$ cat config.mk
export PLATFORM = sky130hd
export DESIGN_NAME = muldiv_unit
export DESIGN_NICKNAME = d
export VERILOG_FILES = /design/src/rtl/muldiv_pkg.sv /design/src/rtl/muldiv_signfix.sv /design/src/rtl/muldiv_unit.sv
export SDC_FILE = /design/constraint.sdc
export NUM_CORES = 1
export LEC_CHECK = 0
export CAP_MARGIN = 5
export CORE_ASPECT_RATIO = 1.75
export CORE_MARGIN = 3
export CORE_UTILIZATION = 54
export DETAILED_ROUTE_END_ITERATION = 8
export PLACE_DENSITY = 0.75
export SLEW_MARGIN = 20
export SYNTH_ARGS = -nofsm -noshare
export SYNTH_HDL_FRONTEND = slang
export SYNTH_HIERARCHICAL = 1
export SYNTH_SLANG_ARGS = --single-unit
$ cat constraint.sdc
create_clock -name clk -period 5.5 [get_ports clk]
set_input_delay 1.1 -clock clk [delete_from_list [all_inputs] [get_ports clk]]
set_output_delay 1.1 -clock clk [all_outputs]
set_load 0.01 [all_outputs]
$ cat src/rtl/muldiv_pkg.sv
// Shared types for the iterative RV-M multiply/divide unit: funct3 op codes,
// FSM states and the M-extension funct7 value.
package muldiv_pkg;

  typedef enum logic [2:0] {
    OP_MUL    = 3'b000,
    OP_MULH   = 3'b001,
    OP_MULHSU = 3'b010,
    OP_MULHU  = 3'b011,
    OP_DIV    = 3'b100,
    OP_DIVU   = 3'b101,
    OP_REM    = 3'b110,
    OP_REMU   = 3'b111
  } op_e;

  typedef enum logic [1:0] {
    ST_IDLE,
    ST_PREP,
    ST_ITER,
    ST_DONE
  } state_e;

  localparam logic [6:0] FUNCT7_MULDIV = 7'b0000001;

endpackage

$ cat src/rtl/muldiv_signfix.sv
// Conditional two's-complement negate, used for operand magnitudes and
// for the final result sign fixup.
module muldiv_signfix #(
  parameter int W = 32
) (
  input  logic [W-1:0] val,
  input  logic         neg,
  output logic [W-1:0] res
);

  assign res = neg ? (~val + W'(1)) : val;

endmodule

$ cat src/rtl/muldiv_unit.sv
// Iterative RV-M multiply/divide: one multiplier bit or one quotient bit per
// cycle, sharing a 2*XLEN accumulator between shift-add and restoring divide.
//
//   state   | meaning
//   IDLE    | waiting for a request, in_ready high
//   PREP    | take magnitudes, record result sign, catch div-by-zero/overflow
//   ITER    | XLEN shift-add or restoring-divide steps
//   DONE    | register fixed-up result, hold it until out_ready
module muldiv_unit
  import muldiv_pkg::*;
#(
  parameter int XLEN  = 32,
  parameter int TAG_W = 5
) (
  input  logic             clk,
  input  logic             rst,
  input  logic             in_valid,
  output logic             in_ready,
  input  logic [2:0]       op,
  input  logic [XLEN-1:0]  a,
  input  logic [XLEN-1:0]  b,
  input  logic [TAG_W-1:0] in_tag,
  input  logic             kill,
  output logic             out_valid,
  input  logic             out_ready,
  output logic [XLEN-1:0]  result,
  output logic [TAG_W-1:0] out_tag,
  output logic             busy
);

  localparam int CNT_W = $clog2(XLEN);

  state_e              state_q, state_d;
  op_e                 op_q, op_d;
  logic [XLEN-1:0]     a_q, a_d, b_q, b_d;
  logic [TAG_W-1:0]    tag_q, tag_d, out_tag_q, out_tag_d;
  logic                neg_q, neg_d;
  logic [CNT_W-1:0]    cnt_q, cnt_d;
  logic [2*XLEN-1:0]   acc_q, acc_d;
  logic [XLEN:0]       rem_q, rem_d;
  logic                out_valid_q, out_valid_d;
  logic [XLEN-1:0]     result_q, result_d;

  logic [2:0]          op_bits;
  logic                is_div, signed_a, signed_b, sign_a, sign_b, div0, ovf, q_bit;
  logic [XLEN-1:0]     abs_a, abs_b;
  logic [XLEN:0]       mul_sum, shifted;
  logic [XLEN+1:0]     diff;
  logic [2*XLEN-1:0]   raw, fixed;

  assign op_bits  = op_q;
  assign is_div   = op_bits[2];
  assign signed_a = (op_q == OP_MULH) || (op_q == OP_MULHSU) || (op_q == OP_DIV) || (op_q == OP_REM);
  assign signed_b = (op_q == OP_MULH) || (op_q == OP_DIV) || (op_q == OP_REM);
  assign sign_a   = signed_a & a_q[XLEN-1];
  assign sign_b   = signed_b & b_q[XLEN-1];
  assign div0     = is_div && (b_q == '0);
  assign ovf      = is_div && signed_b && (a_q == {1'b1, {(XLEN-1){1'b0}}}) && (b_q == {XLEN{1'b1}});

  muldiv_signfix #(.W(XLEN)) u_abs_a (.val(a_q), .neg(sign_a), .res(abs_a));
  muldiv_signfix #(.W(XLEN)) u_abs_b (.val(b_q), .neg(sign_b), .res(abs_b));

  // Multiply: low half of acc holds the remaining multiplier bits.
  assign mul_sum = {1'b0, acc_q[2*XLEN-1:XLEN]} + (acc_q[0] ? {1'b0, b_q} : '0);

  // Divide: low half of acc shifts the dividend out and the quotient in.
  assign shifted = {rem_q[XLEN-1:0], acc_q[XLEN-1]};
  assign diff    = {1'b0, shifted} - {2'b00, b_q};
  assign q_bit   = ~diff[XLEN+1];

  assign raw = !is_div    ? acc_q :
               op_bits[1] ? {{(XLEN-1){1'b0}}, rem_q} :
                            {{XLEN{1'b0}}, acc_q[XLEN-1:0]};

  muldiv_signfix #(.W(2*XLEN)) u_fix (.val(raw), .neg(neg_q), .res(fixed));

  always_comb begin
    state_d     = state_q;
    op_d        = op_q;
    a_d         = a_q;
    b_d         = b_q;
    tag_d       = tag_q;
    neg_d       = neg_q;
    cnt_d       = cnt_q;
    acc_d       = acc_q;
    rem_d       = rem_q;
    out_valid_d = out_valid_q;
    result_d    = result_q;
    out_tag_d   = out_tag_q;

    case (state_q)
      ST_IDLE: begin
        if (in_valid) begin
          state_d = ST_PREP;
          op_d    = op_e'(op);
          a_d     = a;
          b_d     = b;
          tag_d   = in_tag;
        end
      end
      ST_PREP: begin
        neg_d = (is_div && op_bits[1]) ? sign_a : (sign_a ^ sign_b);
        if (div0 || ovf) begin
          state_d = ST_DONE;
          neg_d   = 1'b0;
          acc_d   = {{XLEN{1'b0}}, (div0 ? {XLEN{1'b1}} : a_q)};
          rem_d   = div0 ? {1'b0, a_q} : '0;
        end else begin
          state_d = ST_ITER;
          cnt_d   = CNT_W'(XLEN - 1);
          acc_d   = {{XLEN{1'b0}}, abs_a};
          b_d     = abs_b;
          rem_d   = '0;
        end
      end
      ST_ITER: begin
        if (is_div) begin
          acc_d = {acc_q[2*XLEN-1:XLEN], acc_q[XLEN-2:0], q_bit};
          rem_d = q_bit ? diff[XLEN:0] : shifted;
        end else begin
          acc_d = {mul_sum, acc_q[XLEN-1:1]};
        end
        cnt_d = cnt_q - 1'b1;
        if (cnt_q == '0) state_d = ST_DONE;
      end
      ST_DONE: begin
        if (!out_valid_q) begin
          out_valid_d = 1'b1;
          result_d    = (is_div || (op_q == OP_MUL)) ? fixed[XLEN-1:0] : fixed[2*XLEN-1:XLEN];
          out_tag_d   = tag_q;
        end else if (out_ready) begin
          out_valid_d = 1'b0;
          state_d     = ST_IDLE;
        end
      end
      default: state_d = ST_IDLE;
    endcase

    if (kill) begin
      state_d     = ST_IDLE;
      out_valid_d = 1'b0;
    end
  end

  always_ff @(posedge clk) begin
    if (rst) begin
      state_q     <= ST_IDLE;
      op_q        <= OP_MUL;
      a_q         <= '0;
      b_q         <= '0;
      tag_q       <= '0;
      neg_q       <= 1'b0;
      cnt_q       <= '0;
      acc_q       <= '0;
      rem_q       <= '0;
      out_valid_q <= 1'b0;
      result_q    <= '0;
      out_tag_q   <= '0;
    end else begin
      state_q     <= state_d;
      op_q        <= op_d;
      a_q         <= a_d;
      b_q         <= b_d;
      tag_q       <= tag_d;
      neg_q       <= neg_d;
      cnt_q       <= cnt_d;
      acc_q       <= acc_d;
      rem_q       <= rem_d;
      out_valid_q <= out_valid_d;
      result_q    <= result_d;
      out_tag_q   <= out_tag_d;
    end
  end

  assign in_ready  = (state_q == ST_IDLE);
  assign busy      = (state_q != ST_IDLE);
  assign out_valid = out_valid_q;
  assign result    = result_q;
  assign out_tag   = out_tag_q;

endmodule

==> flow_summary.toml <==
[yosys]
yosysSeqAreaShare = 0.251
muxShareOfSynthArea = 0.0640
synth_seq_cells = 215
netlist-cell-type-count = 90
yosysWarnings = 6
synthAdderAreaFrac = 0.0557
synthArstFlopShare = 0
synth_edf_count = 0
synth_top_family_by_area = "compound AO/OA/AOI/OAI gates"
synthXorXnorAreaFrac = 0.0860
synth-compound-area-share = 0.261
syn_area_per_cell_um2 = 7.79
syn_inst = 2196
synth_fp_nets = 2348
synth-simple-area-share = 0.233
synth_area_um2 = 17100
synth_ff_type = "dfxtp_1"

[cts]
clock_path_buffers = 3
cts_hold_buf = 0
htreeDepth = 1
cts_sinks = 215
clock_latency_ns = 0.54
ctsRootBufferMaster = "clkbuf_16"
clk_pin_slew_ns = 0.07
postCtsSetupBuffers = 0
cts_resized = 0
cts_tree = "built"
cts_buffers = 23

[detailed_routing]
post_drt_wl_per_cell_um = 23.6
drcViolationCount = 0
drt_wl_total_mm = 62.1
first_pass_iters = 7
vias = 17261
drtIter0Drc = 1328
avgViaCountPerCell = 6.56
ant_nets = 0

[floorplan]
die_h_um = 242
num_rows = 85
ios = 117
dieWidth_um = 141
initial_core_util = 0.551
core_um2 = 31100
fp.dieArea_um2 = 34000

[power]
switchingPower_mw = 1.82
p_comb_frac = 0.297
switching_share = 0.361
power_density_nw_per_um2 = 262
ir_drop_mv = 0.470
p_int_mw = 3.22
power_frac_clock = 0.335
p_seq_frac = 0.367
finalPower_mw = 5.04
p_leak_nw = 7.17

[critical_path]
r2r_cells = 12
slowest_stage = "or2_1"
critPathBufInv = 2
rrSetupSlack_ns = 1.40
crit_top_cell = "a21oi_1"
start_kind = "flop"
cp.depth = 12
critPathCaptureType = "flop"
cp_max_fo = 27
critical-path-max-stage-delay_ns = 0.88
crit_type = "reg -> reg"
cp.required_ns = 5.94
arrival_ns = 4.54
crit_chain = "inv_1, ha_1, nand4_1, a21oi_1, o21ai_1, o211ai_1, a21oi_1, a211oi_2, buf_4, or2_1, a41oi_1, a211oi_1"
critical_path.top_delay_family = "compound AO/OA/AOI/OAI gates"
r2r_end = "rem_q[20]$_SDFFE_PP0P_"
r2r-start = "b_q[3]$_SDFFE_PP0P_"

[global_route]
grt_max_degree = 107
antenna_found_initial = 0
overflow = 0
grt_pass1_wl_mm = 94.6
grt.total_usage = 0.348
grt_pass1_vias = 16605

[worst_hold_path]
hold_end = "out_tag[1]$_SDFFE_PP0P_"
hold_path_startpoint = "tag_q[1]$_SDFFE_PP0P_"
min_path_type = "reg -> reg"
whs_path_depth = 2

[timing]
slew_viol_final = 0
fin_crit_sh = 0.745
worst_slack_ns = 1.40
skew_ns = 0.0109
tightest_slew_ns = 1.12
slew_headroom = 0.250
finalSetupViolCount = 0
final_hold_viol_count = 0
rsz0062_at_grt = "no"
fmax_ghz = 0.244
fin_tns_setup_ns = 0
finalCriticalPeriod_ns = 4.10

[placed_design]
gp_congestion = 1.00
port_buffers = 116
dp_hpwl_mm = 46.8
dp_slack_ns = 1.50

[final_layout]
area_growth_pct = 12.5
diodes = 0
layout.nets = 2377
register_area_um2 = 4310
multi_input_area_um2 = 12000
drive_above_1_share = 0.0776
fillers = 2901

[flow_run]
drv_cap = 0

[status]
status = "finished, final reports clean"
-- synthesized netlist by cell type (29+ instances only) --
master,n,share of area
inv_1,73,0.016
nor3_1,31,0.0091
mux2i_1,79,0.046
dfxtp_1,215,0.25
nor2_1,190,0.042
o21ai_0,101,0.030
nand2_1,262,0.057
nor2b_1,43,0.016
nand3_1,29,0.0085
a211oi_1,92,0.040
a21oi_1,154,0.045
o31ai_1,43,0.019
a311oi_1,33,0.017
ha_1,73,0.053
a22oi_1,40,0.018
and2_1,37,0.014
xnor2_1,156,0.080
clkbuf_1,106,0.023
-- worst min-delay path, stage by stage (launching register included) --
cell and delay, ns:
dfxtp_1 0.31, nand2_1 0.05, a21oi_1 0.05
-- sequential cells by signal, indices dropped and copies added (netlist names), 5 cells and up --
register,count
a_q,32
acc_q,64
b_q,32
cnt_q,5
out_tag,5
rem_q,33
result,32
tag_q,5
-- logic make-up (layout without fill, tap and decap cells) --
group           after synthesis  in the layout
simple gates                774            774
compound gates              644            644
flops                       215            215
fa+ha+maj                    75             75
mux                         106            106
buf+inv                     214            259
xor+xnor                    168            168
-- worst max-delay path by stage --
stage                              endpoint  slack [ns]                     from
floorplan           result[28]$_SDFFE_PP0P_        1.95  op_bits[2]$_SDFFE_PP0P_
global placement     rem_q[20]$_SDFFE_PP0P_        1.48      b_q[3]$_SDFFE_PP0P_
detailed placement   rem_q[20]$_SDFFE_PP0P_        1.50      b_q[3]$_SDFFE_PP0P_
CTS                  rem_q[20]$_SDFFE_PP0P_        1.46      b_q[3]$_SDFFE_PP0P_
global route         rem_q[20]$_SDFFE_PP0P_        1.15      b_q[3]$_SDFFE_PP0P_
finish               rem_q[20]$_SDFFE_PP0P_        1.40      b_q[3]$_SDFFE_PP0P_
-- power by group through the flow --
stage	Sequential, mW	Clock, mW	Combinational, mW
2_1_floorplan	1.79	0	1.09
3_3_place_gp	1.87	0	1.46
3_5_place_dp	1.87	0	1.46
4_1_cts	1.84	1.71	1.47
5_1_grt	1.86	1.76	1.62
6_report	1.85	1.69	1.50
-- layer usage --
layer,global-route usage,part of all wire,up-vias
met5,0,0,-
met4,0.291,0.10,0
met3,0.0389,0.058,240
met2,0.578,0.48,729
met1,0.395,0.36,8202
li1,-,-,8090
-- per-stage QoR --
stage	area, um2	hold slack [ns]	utilization	instances
after floorplan	17100	0.432	-	2196
after global placement	18500	0.438	0.594	2591
after detailed placement	18500	0.446	0.594	2591
after CTS	19300	0.455	0.620	2632
after global routing	19300	0.470	0.620	2632
final	19300	0.451	0.620	2632
-- layout by cell type (no fill, tap or decap), types with 19 or more instances in the layout --
cell / Yosys / final
dfxtp_1: 215 / 214
xnor2_1: 156 / 156
nor2_1: 190 / 187
nor3_1: 31 / 31
and2_1: 37 / 37
o21ai_0: 101 / 101
o31ai_1: 43 / 43
or3_1: 22 / 22
buf_4: 4 / 27
clkdlybuf4s50_1: 0 / 115
nand3_1: 29 / 29
nand2b_1: 21 / 21
mux2i_1: 79 / 79
a21oi_1: 154 / 154
nor2b_1: 43 / 40
nand2_1: 262 / 262
ha_1: 73 / 72
nand4_1: 27 / 27
inv_1: 73 / 73
clkbuf_16: 0 / 23
nor4_1: 23 / 23
a21o_1: 24 / 24
o41ai_1: 19 / 19
a311oi_1: 33 / 33
mux2_2: 27 / 27
a211oi_1: 92 / 91
a22oi_1: 40 / 40
-- final cells by class --
type / instances / share of cell area
Multi-Input combinational cell: 1767 / 0.624
Sequential cell: 215 / 0.224
Inverter: 75 / 0.0146
Clock buffer: 27 / 0.0322
Timing Repair Buffer: 143 / 0.0709
Clock inverter: 14 / 0.00896
Tap cell: 391 / 0.0254
Note: power is estimated with default switching activity, not from simulation.
